$ cat src/rtl/z80_int_pkg.sv
// Shared definitions for the Z80 interrupt controller.
//   state_e    : controller FSM states
//   VEC_W      : width of the IM2 vector driven on the data bus
//   ACK_DECODE : {/M1, /IORQ} pattern that marks an interrupt-acknowledge cycle
//   is_ack()   : decodes an acknowledge cycle from the two Z80 strobes
package z80_int_pkg;

    typedef enum logic [1:0] {
        ST_IDLE    = 2'd0,
        ST_REQ     = 2'd1,
        ST_ACK     = 2'd2,
        ST_RECOVER = 2'd3
    } state_e;

    localparam int VEC_W = 8;

    // Both /M1 and /IORQ low together only happens on interrupt acknowledge.
    localparam logic [1:0] ACK_DECODE = 2'b00;

    function automatic logic is_ack(input logic m1_n, input logic iorq_n);
        return ({m1_n, iorq_n} == ACK_DECODE);
    endfunction

endpackage

$ cat src/rtl/z80_int_ctrl_int_prio_enc.sv
// Lowest-index-first priority encoder.
//   req   : request vector, bit 0 has the highest priority
//   idx   : index of the lowest set bit (0 when nothing is set)
//   valid : 1 when any request bit is set
module int_prio_enc #(
    parameter int NSRC  = 4,
    parameter int IDX_W = (NSRC > 1) ? $clog2(NSRC) : 1
) (
    input  logic [NSRC-1:0]  req,
    output logic [IDX_W-1:0] idx,
    output logic             valid
);

    // Scan upward and keep the first hit so bit 0 always wins.
    always_comb begin
        idx   = {IDX_W{1'b0}};
        valid = 1'b0;
        for (int i = 0; i < NSRC; i++) begin
            if (req[i] && !valid) begin
                idx   = IDX_W'(i);
                valid = 1'b1;
            end else begin
                idx   = idx;
                valid = valid;
            end
        end
    end

endmodule

$ cat src/rtl/z80_int_ctrl.sv
// Z80 IM2 interrupt controller.
// Latches per-source strobes into pending bits, masks them, drives /INT,
// and answers the acknowledge cycle with a vector for the highest-priority
// enabled source, clearing that source's pending bit.
//   clk_z80, rst_n         : clock (rising edge) and async active-low reset
//   int_stb                : one-cycle request strobes, one per source
//   mask_we / mask_wdata   : enable-mask write (1 = enabled)
//   clr_we / clr_wdata     : write-one-to-clear of pending bits
//   z_m1_n / z_iorq_n      : Z80 bus strobes, already in the clk_z80 domain
//   z_int_n                : registered /INT, low only while requesting
//   int_vector / _oe       : registered IM2 vector and its bus drive enable
//   mask / pending         : register readback
module z80_int_ctrl
    import z80_int_pkg::*;
#(
    parameter int                NSRC     = 4,
    parameter logic [VEC_W-1:0]  VEC_BASE = 8'hF0,
    parameter logic [NSRC-1:0]   MASK_RST = {NSRC{1'b0}},
    parameter int                RECOV    = 2
) (
    input  logic             clk_z80,
    input  logic             rst_n,
    input  logic [NSRC-1:0]  int_stb,
    input  logic             mask_we,
    input  logic [NSRC-1:0]  mask_wdata,
    input  logic             clr_we,
    input  logic [NSRC-1:0]  clr_wdata,
    input  logic             z_m1_n,
    input  logic             z_iorq_n,
    output logic             z_int_n,
    output logic [VEC_W-1:0] int_vector,
    output logic             int_vector_oe,
    output logic [NSRC-1:0]  mask,
    output logic [NSRC-1:0]  pending
);

    localparam int IDX_W = (NSRC > 1) ? $clog2(NSRC) : 1;
    localparam int CNT_W = (RECOV > 1) ? $clog2(RECOV) : 1;

    state_e             state_q, state_d;
    logic [CNT_W-1:0]   cnt_q, cnt_d;
    logic [NSRC-1:0]    pending_q, pending_d;
    logic [NSRC-1:0]    mask_q, mask_d;
    logic               ack_q;
    logic               z_int_n_q, z_int_n_d;
    logic [VEC_W-1:0]   vec_q, vec_d;
    logic               oe_q, oe_d;

    logic               ack_s;
    logic               ack_rise_s;
    logic               req_s;
    logic               take_s;
    logic [IDX_W-1:0]   sel_s;
    logic [NSRC-1:0]    clr_s;

    assign ack_s      = is_ack(z_m1_n, z_iorq_n);
    assign ack_rise_s = ack_s & ~ack_q;

    // Encoder output valid is exactly |(pending & mask), so it doubles as req.
    int_prio_enc #(
        .NSRC  (NSRC),
        .IDX_W (IDX_W)
    ) u_prio (
        .req   (pending_q & mask_q),
        .idx   (sel_s),
        .valid (req_s)
    );

    // FSM next state, vector capture and recovery countdown.
    always_comb begin
        state_d = state_q;
        cnt_d   = cnt_q;
        vec_d   = vec_q;
        oe_d    = 1'b0;
        take_s  = 1'b0;
        case (state_q)
            ST_IDLE: begin
                // An acknowledge seen here is not ours; stay off the bus.
                if (req_s) begin
                    state_d = ST_REQ;
                end else begin
                    state_d = ST_IDLE;
                end
            end
            ST_REQ: begin
                if (!req_s) begin
                    state_d = ST_IDLE;
                end else if (ack_rise_s) begin
                    take_s  = 1'b1;
                    vec_d   = VEC_BASE | (VEC_W'(sel_s) << 1);
                    oe_d    = 1'b1;
                    state_d = ST_ACK;
                end else begin
                    state_d = ST_REQ;
                end
            end
            ST_ACK: begin
                if (ack_s) begin
                    oe_d    = 1'b1;
                end else begin
                    cnt_d   = CNT_W'(RECOV - 1);
                    state_d = ST_RECOVER;
                end
            end
            ST_RECOVER: begin
                if (cnt_q == {CNT_W{1'b0}}) begin
                    state_d = ST_IDLE;
                end else begin
                    cnt_d   = cnt_q - {{(CNT_W-1){1'b0}}, 1'b1};
                end
            end
            default: begin
                state_d = ST_IDLE;
            end
        endcase
        z_int_n_d = (state_d != ST_REQ);
    end

    // Pending and mask update; a new strobe beats any clear in the same cycle.
    always_comb begin
        clr_s = {NSRC{1'b0}};
        if (clr_we) begin
            clr_s = clr_wdata;
        end else begin
            clr_s = {NSRC{1'b0}};
        end
        if (take_s) begin
            clr_s = clr_s | (NSRC'(1) << sel_s);
        end else begin
            clr_s = clr_s;
        end
        pending_d = (pending_q & ~clr_s) | int_stb;
        if (mask_we) begin
            mask_d = mask_wdata;
        end else begin
            mask_d = mask_q;
        end
    end

    // State and output registers.
    always_ff @(posedge clk_z80 or negedge rst_n) begin
        if (!rst_n) begin
            state_q   <= ST_IDLE;
            cnt_q     <= {CNT_W{1'b0}};
            pending_q <= {NSRC{1'b0}};
            mask_q    <= MASK_RST;
            ack_q     <= 1'b0;
            z_int_n_q <= 1'b1;
            vec_q     <= VEC_BASE;
            oe_q      <= 1'b0;
        end else begin
            state_q   <= state_d;
            cnt_q     <= cnt_d;
            pending_q <= pending_d;
            mask_q    <= mask_d;
            ack_q     <= ack_s;
            z_int_n_q <= z_int_n_d;
            vec_q     <= vec_d;
            oe_q      <= oe_d;
        end
    end

    assign z_int_n       = z_int_n_q;
    assign int_vector    = vec_q;
    assign int_vector_oe = oe_q;
    assign mask          = mask_q;
    assign pending       = pending_q;

endmodule

$ cat config.mk
export PLATFORM = sky130hd
export DESIGN_NAME = z80_int_ctrl
export DESIGN_NICKNAME = d
export VERILOG_FILES = /design/src/rtl/z80_int_pkg.sv /design/src/rtl/z80_int_ctrl_int_prio_enc.sv /design/src/rtl/z80_int_ctrl.sv
export SDC_FILE = /design/constraint.sdc
export NUM_CORES = 1
export LEC_CHECK = 0
export BUFFER_PORTS_ARGS = -buffer_cell sky130_fd_sc_hd__buf_2
export CELL_PAD_IN_SITES_DETAIL_PLACEMENT = 2
export CELL_PAD_IN_SITES_GLOBAL_PLACEMENT = 2
export CORE_MARGIN = 5
export CORE_UTILIZATION = 28
export CTS_BUF_LIST = sky130_fd_sc_hd__clkbuf_4
export DETAILED_ROUTE_END_ITERATION = 12
export GPL_ROUTABILITY_DRIVEN = 0
export GPL_TIMING_DRIVEN = 0
export PLACE_DENSITY_LB_ADDON = 0.25
export SKIP_CTS_REPAIR_TIMING = 1
export SYNTH_ARGS = -nofsm -noshare
export SYNTH_HDL_FRONTEND = slang
export SYNTH_SLANG_ARGS = --single-unit
$ cat constraint.sdc
create_clock -name clk_z80 -period 1.7 [get_ports clk_z80]
set_clock_uncertainty 0.1 [all_clocks]
set_input_delay 0.255 -clock clk_z80 [delete_from_list [all_inputs] [get_ports clk_z80]]
set_output_delay 0.255 -clock clk_z80 [all_outputs]
set_load 0.05 [all_outputs]
# == Word-level counts from Yosys, hierarchy flattened ==
# Index checks and enable logic that the tools add are counted.
# word_totals
regBits,16
latchBits,0
mem_bits_rw,0
rom_bits,0
inputBits,18
mem_count,0
# op_classes
addsub,1
mul,0
div_mod_pow,0
n_lt_le_gt_ge,0
n_eq_ne,5
shifts,1
mux,23
n_bitwise,7
reduce_logical,11
# op_table
cell,n
1-bit 2-to-1 mux,12
2-bit 2-to-1 mux,6
4-bit bitwise AND,2
4-bit 2-to-1 mux,2
4-bit bitwise OR,2
2-bit one-hot mux with 4 select lines,1
2-bit == test (second input constant),2
2-bit logical NOT,2
4-bit inverter,1
1-bit one-hot mux with 2 select lines,2
1-bit by 2-bit << shifter with 4-bit output (first input constant),1
1-bit logical AND,3
1-bit logical NOT,3
3-bit AND reduction,1
2-bit by 1-bit == test with 1-bit output (second input constant),1
2-bit by 1-bit inequality test with 1-bit output (second input constant),1
2-bit inequality test (second input constant),1
2-bit AND reduction,1
2-bit nonzero test,1
1-bit bitwise AND,1
1-bit inverter,1
1-bit subtractor (second input constant),1

# == Depth between registers and ports, before layout ==
# Gate-level depths: netlist (run 1).
# logic_depth
ltp_word,17
ltp_mapped,5
depth_no_buf,5

# == Modules after synthesis ==
# A second synthesis (run 1) with hierarchy kept.
# hier_totals
cells_unflattened,82
hier_area_um2,875.8
# by_module_without_submodules
mod,instances,cells_per_inst,area_each_um2,seq_area_each_um2
z80_int_ctrl,1,75,840.8,401.6
int_prio_enc,1,7,35.0,0.0

# == Worst setup path after synthesis (run 1) ==
# No wires, ideal clock.
# synth_path
path_kind,flip-flop to flip-flop
from,register pending_q[0] (netlist: pending[0])
to,register state_q[0]
setup_ns,0.127
t_arrival_ns,1.335
t_required_ns,1.473
slack_ns,0.138
path_stages_with_launch,4
path_buffers,0
path_cell_list,dfrtp_1 -> a22o_1 -> a2bb2oi_1 -> or2_2
# synth_via
elab_chain_len,13
elab_cells_between_ends,14
# synth_rtl
element,line_no,source
start: declaration,z80_int_ctrl.sv:42,"logic [NSRC-1:0] pending_q, pending_d;"
start signal: assignment,z80_int_ctrl.sv:145,pending_q <= {NSRC{1'b0}};
start signal: assignment,z80_int_ctrl.sv:154,pending_q <= pending_d;
4-bit bitwise AND (*),z80_int_ctrl.sv:64,".req (pending_q & mask_q),"
1-bit 2-to-1 mux (*),z80_int_ctrl_int_prio_enc.sv:19,if (req[i] && !valid) begin
1-bit logical NOT,z80_int_ctrl_int_prio_enc.sv:19,
1-bit logical AND,z80_int_ctrl_int_prio_enc.sv:19,
1-bit 2-to-1 mux (*),z80_int_ctrl_int_prio_enc.sv:19,
1-bit logical NOT,z80_int_ctrl_int_prio_enc.sv:19,
1-bit logical AND,z80_int_ctrl_int_prio_enc.sv:19,
1-bit 2-to-1 mux (*),z80_int_ctrl_int_prio_enc.sv:19,
1-bit logical NOT,z80_int_ctrl_int_prio_enc.sv:19,
1-bit logical AND,z80_int_ctrl_int_prio_enc.sv:19,
1-bit 2-to-1 mux (*),z80_int_ctrl_int_prio_enc.sv:19,
2-bit 2-to-1 mux or 1-bit 2-to-1 mux (tied branches),"z80_int_ctrl.sv:86, z80_int_ctrl.sv:79",
2-bit one-hot mux with 4 select lines (*),z80_int_ctrl.sv:76,case (state_q)
net state_d[0],z80_int_ctrl.sv:40,"state_e state_q, state_d;"
end signal: assignment,z80_int_ctrl.sv:152,state_q <= state_d;
end: declaration,z80_int_ctrl.sv:40,
# The timed path passes the listed nets; every way through them passes the cells marked *.
# A chain may end at the register's enable or synchronous reset.

# == Worst setup path after layout (run 1) ==
# layout_path
from,register state_q[0]
to,register cnt_q
# layout_via
elab_chain_len,3
elab_cells_between_ends,6
# layout_rtl
element,line_no,source
2-bit == test,z80_int_ctrl.sv:76,
2-bit inequality test (no source line) or 2-bit nonzero test (tied branches),-,
2-bit AND reduction (no source line),-,
end signal: assignment,z80_int_ctrl.sv:144,cnt_q <= {CNT_W{1'b0}};
end signal: assignment,z80_int_ctrl.sv:153,cnt_q <= cnt_d;
end: declaration,z80_int_ctrl.sv:41,"logic [CNT_W-1:0] cnt_q, cnt_d;"
# Several ways; a longest one is shown, not always the timed one.

==> impl_results.html, run 1 <==
<table>
<tr><th>Metric</th><th>Value</th></tr>
<tr><th colspan="2">Timing</th></tr>
<tr><td>Final min period</td><td>1.61 ns</td></tr>
<tr><td>Number of endpoints with negative hold slack in the final report</td><td>0</td></tr>
<tr><td>RSZ-0062 raised after global routing</td><td>false</td></tr>
<tr><td>Tcrit/Tclk final</td><td>0.945</td></tr>
<tr><td>Total of endpoints with negative setup slack in the final report</td><td>0</td></tr>
<tr><td>Peak clock frequency supported by timing</td><td>622 MHz</td></tr>
<tr><td>Slew Limit Fails</td><td>0</td></tr>
<tr><th colspan="2">Route</th></tr>
<tr><td>Drt via density</td><td>4.81</td></tr>
<tr><td>TritonRoute pass-1 iters</td><td>4</td></tr>
<tr><td>Total wirelength of the detailed-routed design</td><td>2070 microns</td></tr>
<tr><td>Antenna Violating Nets Remaining</td><td>0</td></tr>
<tr><td>Average wire length per cell after detail routing</td><td>14.2 microns</td></tr>
<tr><td>Via count</td><td>702</td></tr>
<tr><td>Drc violations</td><td>0</td></tr>
<tr><td>Number of DRC markers after the initial detailed-route iteration</td><td>6</td></tr>
<tr><th colspan="2">Logic synthesis</th></tr>
<tr><td>Mean post-synth cell area</td><td>11.0 sq um</td></tr>
<tr><td>Post-synthesis mux area share</td><td>0.0544</td></tr>
<tr><td>Number of synthesized flops with an enable pin</td><td>0</td></tr>
<tr><td>Total standard cell area after synthesis</td><td>828 sq um</td></tr>
<tr><td>XOR/XNOR share of the synthesized area</td><td>0</td></tr>
<tr><td>Most area-consuming cells after synthesis</td><td>sky130_fd_sc_hd__dfrtp_1, sky130_fd_sc_hd__ha_1, sky130_fd_sc_hd__buf_4, sky130_fd_sc_hd__mux2_2, sky130_fd_sc_hd__nand2_1</td></tr>
<tr><td>Proportion of synthesized chip area in sequential cells</td><td>0.485</td></tr>
<tr><td>Post-synthesis cell count</td><td>75</td></tr>
<tr><td>Simple-Gate Fraction of Synth Area</td><td>0.115</td></tr>
<tr><td>Area share of the leading cell type in the synthesized netlist</td><td>0.453</td></tr>
<tr><td>Share of synthesized registers carrying an async set or reset</td><td>1.00</td></tr>
<tr><td>Count of unique library cells instantiated by Yosys</td><td>30</td></tr>
<tr><td>Arithmetic-cell share of the synthesized area counting full adders, half adders and majority gates</td><td>0.0604</td></tr>
<tr><td>Largest area contributor in the netlist</td><td>sky130_fd_sc_hd__dfrtp_1</td></tr>
<tr><td>Complex-gate fraction of the synthesized area</td><td>0.204</td></tr>
<tr><td>Synthesized flop and latch total</td><td>16</td></tr>
<tr><td>Primary flip-flop cell chosen by synthesis mapping</td><td>sky130_fd_sc_hd__dfrtp_1</td></tr>
<tr><td>Synth Warn #</td><td>0</td></tr>
<tr><td>Dominant combinational cell family by area after synthesis</td><td>compound AO/OA/AOI/OAI gates</td></tr>
<tr><th colspan="2">CTS</th></tr>
<tr><td>Clk Latency, worst-skew pair</td><td>0.28 ns</td></tr>
<tr><td>Number of CTS-inserted buffers</td><td>3</td></tr>
<tr><td>Clock tree root driver cell</td><td>sky130_fd_sc_hd__clkbuf_4</td></tr>
<tr><td>Htree depth</td><td>1</td></tr>
<tr><td>Clock-pin slew on the worst setup and hold paths</td><td>0.10 ns</td></tr>
<tr><td>CTS tree</td><td>yes</td></tr>
<tr><td>Total clock sinks</td><td>16</td></tr>
<tr><td>Number of buffers on the longest clock path</td><td>2</td></tr>
<tr><th colspan="2">Global route</th></tr>
<tr><td>First-pass GRT wire length</td><td>3280 microns</td></tr>
<tr><td>Via count of the first global-routing pass</td><td>769</td></tr>
<tr><td>Number of antenna violations at the first check in global routing</td><td>0</td></tr>
<tr><td>Remaining global-route overflow</td><td>0</td></tr>
<tr><td>Global router's overall resource usage</td><td>0.100</td></tr>
<tr><td>Maximum number of pins on one net before global-route repair</td><td>17</td></tr>
<tr><th colspan="2">Pwr</th></tr>
<tr><td>Leakage dissipation</td><td>0.515 nW</td></tr>
<tr><td>Overall power consumption</td><td>0.00137 W</td></tr>
<tr><td>Portion of total power attributed to sequential cells</td><td>0.391</td></tr>
<tr><td>Part of the total power dissipated in combinational logic</td><td>0.462</td></tr>
<tr><td>Cell-internal power</td><td>0.000767 W</td></tr>
<tr><td>Max rail drop VDD</td><td>0.439 mV</td></tr>
<tr><td>Sw frac</td><td>0.439</td></tr>
<tr><td>Power density of the placed cells</td><td>1260 nW/um^2</td></tr>
<tr><td>Net switching power figure</td><td>0.000602 W</td></tr>
<tr><td>Relative contribution of the clock network to total power</td><td>0.147</td></tr>
<tr><th colspan="2">Place</th></tr>
<tr><td>Area of placed instances</td><td>1030 sq um</td></tr>
<tr><td>Placed cells</td><td>139</td></tr>
<tr><td>I/O Buffers</td><td>29</td></tr>
<tr><td>HPWL after DPL</td><td>1720 microns</td></tr>
<tr><th colspan="2">Job</th></tr>
<tr><td>Max-cap viol count</td><td>0</td></tr>
<tr><th colspan="2">Finish</th></tr>
<tr><td>Commonest non-fill, non-tap cell in the layout</td><td>sky130_fd_sc_hd__buf_2</td></tr>
<tr><td>Fillcell total</td><td>326</td></tr>
<tr><td># nets final</td><td>138</td></tr>
<tr><td>Most frequent cells in the layout</td><td>sky130_fd_sc_hd__buf_2, sky130_fd_sc_hd__dfrtp_1, sky130_fd_sc_hd__nand2_1, sky130_fd_sc_hd__buf_4, sky130_fd_sc_hd__conb_1</td></tr>
<tr><td>Antenna cell count</td><td>0</td></tr>
<tr><td>Layout Utilization</td><td>0.388</td></tr>
<tr><td>Count of non-filler cells in the finished layout</td><td>146</td></tr>
<tr><td>Share of post-route cells with drive strength above 1</td><td>0.470</td></tr>
<tr><td>P&amp;R area growth vs syn</td><td>31.6%</td></tr>
<tr><td>Post-Layout Inst Area</td><td>1090 sq um</td></tr>
<tr><th colspan="2">Die</th></tr>
<tr><td>Die W</td><td>64.4 microns</td></tr>
<tr><td>Vertical die dimension</td><td>64.4 microns</td></tr>
<tr><td>Num rows</td><td>19</td></tr>
<tr><td>Core region area</td><td>2810 sq um</td></tr>
<tr><td>Area of the die</td><td>4150 sq um</td></tr>
<tr><td>Number of placed I/O pins</td><td>36</td></tr>
<tr><td>Effective utilization at floorplan</td><td>0.295</td></tr>
<tr><th colspan="2">Critical path</th></tr>
<tr><td>Type of the worst setup path</td><td>flip-flop to flip-flop</td></tr>
<tr><td>Element type at the critical path end</td><td>flip-flop</td></tr>
<tr><td>Required @ worst endpoint</td><td>1.80 ns</td></tr>
<tr><td>Worst endpoint data arrival time</td><td>1.71 ns</td></tr>
<tr><td>Kind of start point of the critical path</td><td>flip-flop</td></tr>
<tr><td>Top fanout value on the critical path</td><td>4</td></tr>
<tr><th colspan="2">Run status</th></tr>
<tr><td>Result of the run</td><td>complete, no violations</td></tr>
<tr><th colspan="2">Hold path</th></tr>
<tr><td>Path class of the lowest-slack min-delay path</td><td>primary input to flip-flop</td></tr>
</table>
logic make-up (layout without fill, tap and decap cells):
| logic type | count (synthesis) | count (layout) |
|---|---|---|
| fa+ha+maj | 4 | 4 |
| mux | 4 | 4 |
| compound gates | 23 | 23 |
| other cells | 2 | 6 |
| flops | 16 | 16 |
| simple gates | 16 | 16 |
| buf+inv | 10 | 46 |
area by class of cell:
type / instances / area (sq um) / area share
tap: 31 / 38.8 / 0.0356
buffer: 6 / 45.0 / 0.0413
timing repair buffer: 32 / 174 / 0.160
multi-input combinational: 53 / 389 / 0.357
clock buffer: 3 / 22.5 / 0.0207
inverter: 4 / 15.0 / 0.0138
sequential: 16 / 402 / 0.369
clock inverter: 1 / 3.75 / 0.00344
path summary, 6_finish.rpt:
check	end	cells past startpoint	slack, ns	start
setup / recovery	cnt_q	5	0.09	state_q[0]
hold reg to reg	cnt_q	1	0.43	cnt_q
hold / removal	pending[1]	2	0.06	int_stb[1]
max in group asynchronous	z_int_n	2	0.89	rst_n
setup reg to reg	cnt_q	5	0.09	state_q[0]
min in group asynchronous	mask[3]	2	0.29	rst_n
worst max-delay path, stage by stage, from the launching register on:
cell and delay, ns:
sky130_fd_sc_hd__dfrtp_1 0.41, sky130_fd_sc_hd__inv_1 0.14, sky130_fd_sc_hd__ha_2 0.22, sky130_fd_sc_hd__or3b_2 0.46
sky130_fd_sc_hd__nand2_1 0.09, sky130_fd_sc_hd__o2bb2ai_1 0.11
synth_stat cells, types with 3 or more instances:
library cell,n
sky130_fd_sc_hd__a21oi_1,4
sky130_fd_sc_hd__a31o_2,3
sky130_fd_sc_hd__buf_4,6
sky130_fd_sc_hd__dfrtp_1,15
sky130_fd_sc_hd__ha_1,4
sky130_fd_sc_hd__inv_1,4
sky130_fd_sc_hd__mux2_2,4
sky130_fd_sc_hd__nand2_1,8
power by group through the flow:
stage | registers, W | logic [W] | clock network [W]
2_1_floorplan | 0.000742 | 0.000259 | 0
5_1_grt | 0.000552 | 0.000679 | 0.000233
3_3_place_gp | 0.000543 | 0.000602 | 0
3_5_place_dp | 0.000547 | 0.000618 | 0
6_report | 0.000535 | 0.000632 | 0.000202
4_1_cts | 0.000539 | 0.000622 | 0.000212
sequential cells by signal (all words and copies together) (netlist names):
name,flops
mask,4
z_int_n,1
state_q,2
int_vector_oe,1
pending,4
cnt_q,1
int_vector,2
ack_q,1
routing by layer:
| metal | GRT usage | part of all wire | vias up |
|---|---|---|---|
| li1 | - | - | 342 |
| met2 | 0.188 | 0.53 | 22 |
| met1 | 0.112 | 0.40 | 336 |
| met5 | 0 | 0 | - |
| met4 | 0.0317 | 0.0063 | 0 |
| met3 | 0.0210 | 0.065 | 2 |
per-stage QoR:
step                worst slack (ns)  TNS [ns]  hold slack, ns
global placement             -0.0486    -0.120          0.0894
finish                        0.0932         0          0.0577
detailed placement           -0.0777    -0.209          0.0869
global route                 0.00365         0          0.0477
floorplan                      0.138         0          -0.141
CTS                           -0.121    -0.348          -0.229
Power figures use the tool's default switching activity.
==> inputs of run 2 (changes only) <==
CORE_UTILIZATION = 29   (was 28)
SYNTH_HIERARCHICAL = 1   (was not set)
==> run 2 against run 1 <==
Core utilization increased by 0.90 points. Register-to-register slack got worse by 0.04 ns. Clock power hardly changed. Non-clock buffer count grew 1. Via count rose by 5.1%. Synthesized cell count grew 9.3%. Final cell count rose by 6.8%. Final area grew 8.6%.
==> impl_results.html, run 2 <==
<table>
<tr><th>Metric</th><th>Value</th></tr>
<tr><th colspan="2">Run status</th></tr>
<tr><td>Result of the run</td><td>complete, no violations</td></tr>
<tr><th colspan="2">Logic synthesis</th></tr>
<tr><td>Post-synthesis cell count</td><td>82 (+9.3%)</td></tr>
<tr><td>Synthesized flop and latch total</td><td>16 (unchanged)</td></tr>
<tr><td>Proportion of synthesized chip area in sequential cells</td><td>0.459 (-0.0263)</td></tr>
<tr><td>Most frequent cell after synthesis</td><td>sky130_fd_sc_hd__dfrtp_1</td></tr>
<tr><td>Area share of the leading cell type in the synthesized netlist</td><td>0.429 (-0.0246)</td></tr>
<tr><td>Number of synthesized flops with an enable pin</td><td>0 (unchanged)</td></tr>
<tr><td>Share of synthesized registers carrying an async set or reset</td><td>1.00 (unchanged)</td></tr>
<tr><td>Largest area contributor in the netlist</td><td>sky130_fd_sc_hd__dfrtp_1</td></tr>
<tr><td>Most area-consuming cells after synthesis</td><td>sky130_fd_sc_hd__dfrtp_1, sky130_fd_sc_hd__ha_1, sky130_fd_sc_hd__buf_4, sky130_fd_sc_hd__mux2_2, sky130_fd_sc_hd__mux2_4</td></tr>
<tr><td>Count of unique library cells instantiated by Yosys</td><td>31 (+3.3%)</td></tr>
<tr><td>Total standard cell area after synthesis</td><td>876 sq um (+5.7%)</td></tr>
<tr><td>Mean post-synth cell area</td><td>10.7 sq um (-3.3%)</td></tr>
<tr><td>Commonest cells in the synthesized netlist</td><td>sky130_fd_sc_hd__dfrtp_1, sky130_fd_sc_hd__nand2_1, sky130_fd_sc_hd__buf_4, sky130_fd_sc_hd__nor2_1, sky130_fd_sc_hd__ha_1</td></tr>
<tr><td>Synth Warn #</td><td>6 (+6)</td></tr>
<tr><td>Primary flip-flop cell chosen by synthesis mapping</td><td>sky130_fd_sc_hd__dfrtp_1</td></tr>
<tr><th colspan="2">Global route</th></tr>
<tr><td>Global router's overall resource usage</td><td>0.115 (+0.0153)</td></tr>
<tr><td>Maximum number of pins on one net before global-route repair</td><td>17 (unchanged)</td></tr>
<tr><td>Remaining global-route overflow</td><td>0 (unchanged)</td></tr>
<tr><td>Number of antenna violations at the first check in global routing</td><td>0 (unchanged)</td></tr>
<tr><td>Via count of the first global-routing pass</td><td>808 (+5.1%)</td></tr>
<tr><td>First-pass GRT wire length</td><td>3760 microns (+14%)</td></tr>
<tr><th colspan="2">Pwr</th></tr>
<tr><td>Max rail drop VDD</td><td>0.469 mV (+6.8%)</td></tr>
<tr><td>Power density of the placed cells</td><td>1200 nW/um^2 (-4.5%)</td></tr>
<tr><td>Leakage dissipation</td><td>0.566 nW (+9.8%)</td></tr>
<tr><th colspan="2">Timing</th></tr>
<tr><td>Tcrit/Tclk final</td><td>0.969 (+0.0240)</td></tr>
<tr><td>Slew Limit Fails</td><td>0 (unchanged)</td></tr>
<tr><td>Number of endpoints with negative hold slack in the final report</td><td>0 (unchanged)</td></tr>
<tr><td>Final min period</td><td>1.65 ns (+0.0409 ns)</td></tr>
<tr><td>Minimum hold slack</td><td>0.0620 ns (+0.00425 ns)</td></tr>
<tr><td>RSZ-0062 raised after global routing</td><td>true</td></tr>
<tr><td>Peak clock frequency supported by timing</td><td>607 MHz (-2.5%)</td></tr>
<tr><td>Total of endpoints with negative setup slack in the final report</td><td>0 (unchanged)</td></tr>
<tr><th colspan="2">Finish</th></tr>
<tr><td>Antenna cell count</td><td>0 (unchanged)</td></tr>
<tr><td>Fillcell total</td><td>329 (+0.92%)</td></tr>
<tr><td>P&amp;R area growth vs syn</td><td>35.1%</td></tr>
<tr><td>Layout Utilization</td><td>0.397 (+0.00899)</td></tr>
<tr><td># nets final</td><td>147 (+6.5%)</td></tr>
<tr><td>Most frequent cells in the layout</td><td>sky130_fd_sc_hd__buf_2, sky130_fd_sc_hd__buf_4, sky130_fd_sc_hd__dfrtp_2, sky130_fd_sc_hd__nand2_1, sky130_fd_sc_hd__dfrtp_1</td></tr>
<tr><td>Commonest non-fill, non-tap cell in the layout</td><td>sky130_fd_sc_hd__buf_2</td></tr>
<tr><td>Share of post-route cells with drive strength above 1</td><td>0.569 (+0.0995)</td></tr>
<tr><th colspan="2">Critical path</th></tr>
<tr><td>Required @ worst endpoint</td><td>1.77 ns (-0.03 ns)</td></tr>
<tr><td>Top fanout value on the critical path</td><td>6 (+2)</td></tr>
<tr><td>Slowest stage cell on the critical path</td><td>sky130_fd_sc_hd__dfrtp_2</td></tr>
<tr><td>Type of the worst setup path</td><td>flip-flop to flip-flop</td></tr>
<tr><td>Kind of start point of the critical path</td><td>flip-flop</td></tr>
<tr><td>Depth of the worst register-to-register path</td><td>7 (+2)</td></tr>
<tr><td>Endpoint of the lowest-slack register-to-register path</td><td>int_vector[2]</td></tr>
<tr><td>Worst path max stage delay</td><td>0.42 ns (-0.04 ns)</td></tr>
<tr><td>Worst endpoint data arrival time</td><td>1.72 ns (about the same)</td></tr>
<tr><td>Cells along the critical path</td><td>and2_4 &gt; nor2_4 &gt; nand2_2 &gt; nor4b_4 &gt; buf_4 &gt; nand2_4 &gt; mux2_4</td></tr>
<tr><td>Beginning of the critical path</td><td>mask[3]</td></tr>
<tr><td>Element type at the critical path end</td><td>flip-flop</td></tr>
<tr><td>Setup slack of the worst register-to-register path</td><td>0.05 ns (-0.04 ns)</td></tr>
<tr><td>Critical R2R Launch</td><td>mask[3]</td></tr>
<tr><th colspan="2">Hold path</th></tr>
<tr><td>Start point of the worst hold path</td><td>int_stb[2]</td></tr>
<tr><td>Hold-critical path endpoint</td><td>pending[2]</td></tr>
<tr><td>Cell count of the worst hold path</td><td>2 (unchanged)</td></tr>
<tr><td>Path class of the lowest-slack min-delay path</td><td>primary input to flip-flop</td></tr>
<tr><th colspan="2">Die</th></tr>
<tr><td>Vertical die dimension</td><td>65.0 microns (+0.88%)</td></tr>
<tr><td>Die W</td><td>65.0 microns (+0.88%)</td></tr>
<tr><td>Core region area</td><td>2980 sq um (+6.2%)</td></tr>
<tr><td>Area of the die</td><td>4220 sq um (+1.8%)</td></tr>
<tr><td>Num rows</td><td>20 (+1)</td></tr>
<tr><td>Number of placed I/O pins</td><td>36 (unchanged)</td></tr>
<tr><td>Effective utilization at floorplan</td><td>0.294 (-0.00115)</td></tr>
<tr><th colspan="2">CTS</th></tr>
<tr><td>Number of CTS-inserted buffers</td><td>3 (unchanged)</td></tr>
<tr><td>Clk Latency, worst-skew pair</td><td>0.28 ns (about the same)</td></tr>
<tr><td>CTS tree</td><td>yes</td></tr>
<tr><td>Clock tree root driver cell</td><td>sky130_fd_sc_hd__clkbuf_4</td></tr>
<tr><td>Total clock sinks</td><td>16 (unchanged)</td></tr>
<tr><td>Htree depth</td><td>1 (unchanged)</td></tr>
<tr><td>Clock-pin slew on the worst setup and hold paths</td><td>0.10 ns (about the same)</td></tr>
<tr><td>Number of buffers on the longest clock path</td><td>2 (unchanged)</td></tr>
<tr><th colspan="2">Place</th></tr>
<tr><td>HPWL after DPL</td><td>1840 microns (+6.8%)</td></tr>
<tr><td>I/O Buffers</td><td>29 (unchanged)</td></tr>
<tr><th colspan="2">Route</th></tr>
<tr><td>Drt via density</td><td>4.73 (-1.6%)</td></tr>
<tr><td>Via count</td><td>738 (+5.1%)</td></tr>
<tr><td>Number of DRC markers after the initial detailed-route iteration</td><td>17 (+11)</td></tr>
<tr><td>TritonRoute pass-1 iters</td><td>4 (unchanged)</td></tr>
<tr><td>Total wirelength of the detailed-routed design</td><td>2210 microns (+7.0%)</td></tr>
<tr><td>Drc violations</td><td>0 (unchanged)</td></tr>
<tr><td>Average wire length per cell after detail routing</td><td>14.2 microns (+0.16%)</td></tr>
<tr><td>Antenna Violating Nets Remaining</td><td>0 (unchanged)</td></tr>
<tr><th colspan="2">Job</th></tr>
<tr><td>Max-cap viol count</td><td>0 (unchanged)</td></tr>
</table>
## run 2: changes by cell type in the layout (fill, tap and decap cells not counted), moves of 3 or more
cell and delta:
sky130_fd_sc_hd__dfrtp_2 +8, sky130_fd_sc_hd__nor2_1 +3, sky130_fd_sc_hd__dfrtp_1 -8, sky130_fd_sc_hd__and2_4 +4
## run 2: worst max-delay path by stage
stage / to / slack (ns) / cells after the start
after CTS: int_vector[2] / -0.08 / 6
after global placement: int_vector[1] / -0.02 / 6
after detailed placement: int_vector[2] / -0.05 / 6
final: int_vector[2] / 0.05 / 7
after global routing: int_vector[1] / -0.03 / 7
after floorplan: int_vector[1] / -0.07 / 6
## run 2: metal layers
layer / GRT usage / part of all wire / vias up
li1: - / - / 357
met1: 0.122 / 0.38 / 359
met2: 0.221 / 0.55 / 20
met3: 0.0312 / 0.064 / 2
met4: 0.0317 / 0.0068 / 0
met5: 0 / 0 / -
## run 2: layout make-up
cell class | count | area [sq um] | share of cell area
Buffer | 6 | 45.0 | 0.0381
Clock buffer | 3 | 22.5 | 0.0190
Clock inverter | 1 | 3.75 | 0.00317
Inverter | 4 | 15.0 | 0.0127
Multi-Input combinational cell | 60 | 467 | 0.394
Sequential cell | 16 | 412 | 0.348
Tap cell | 33 | 41.3 | 0.0349
Timing Repair Buffer | 33 | 178 | 0.150
## run 2: critical path, delay by kind of cell, from the launching register on
| family | cells | cell delay (ns) |
|---|---|---|
| AND/OR/NAND/NOR | 5 | 0.56 |
| flip-flops | 1 | 0.42 |
| multiplexers | 1 | 0.30 |
| buffers and inverters | 1 | 0.16 |
## run 2: kinds of logic (layout without fill, tap and decap cells)
| family | after synthesis | after routing | share of synthesized area |
|---|---|---|---|
| multiplexers | 6 | 6 | 0.0857 |
| other | 2 | 6 | 0.00857 |
| buffers and inverters | 10 | 47 | 0.0686 |
| AO/OA/AOI/OAI | 16 | 16 | 0.134 |
| adder cells (fa/ha/maj) | 5 | 5 | 0.0714 |
| flip-flops | 16 | 16 | 0.459 |
| AND/OR/NAND/NOR | 27 | 27 | 0.173 |
## run 2: report_power, final
| group | switching (W) | internal [W] |
|---|---|---|
| Clock | 0.000120 | 0.0000850 |
| Sequential | 0.0000596 | 0.000475 |
| Combinational | 0.000441 | 0.000239 |
## run 2: through the flow
step | setup slack, ns | std cells | setup TNS (ns) | total power [W] | instance area [sq um]
2_1_floorplan | -0.0746 | 86 | -0.149 | 0.00103 | 911
3_3_place_gp | -0.0193 | 148 | -0.0371 | 0.00118 | 1100
3_5_place_dp | -0.0510 | 148 | -0.146 | 0.00120 | 1100
4_1_cts | -0.0781 | 152 | -0.259 | 0.00141 | 1120
5_1_grt | -0.0261 | 156 | -0.0661 | 0.00153 | 1180
6_report | 0.0523 | 156 | 0 | 0.00142 | 1180
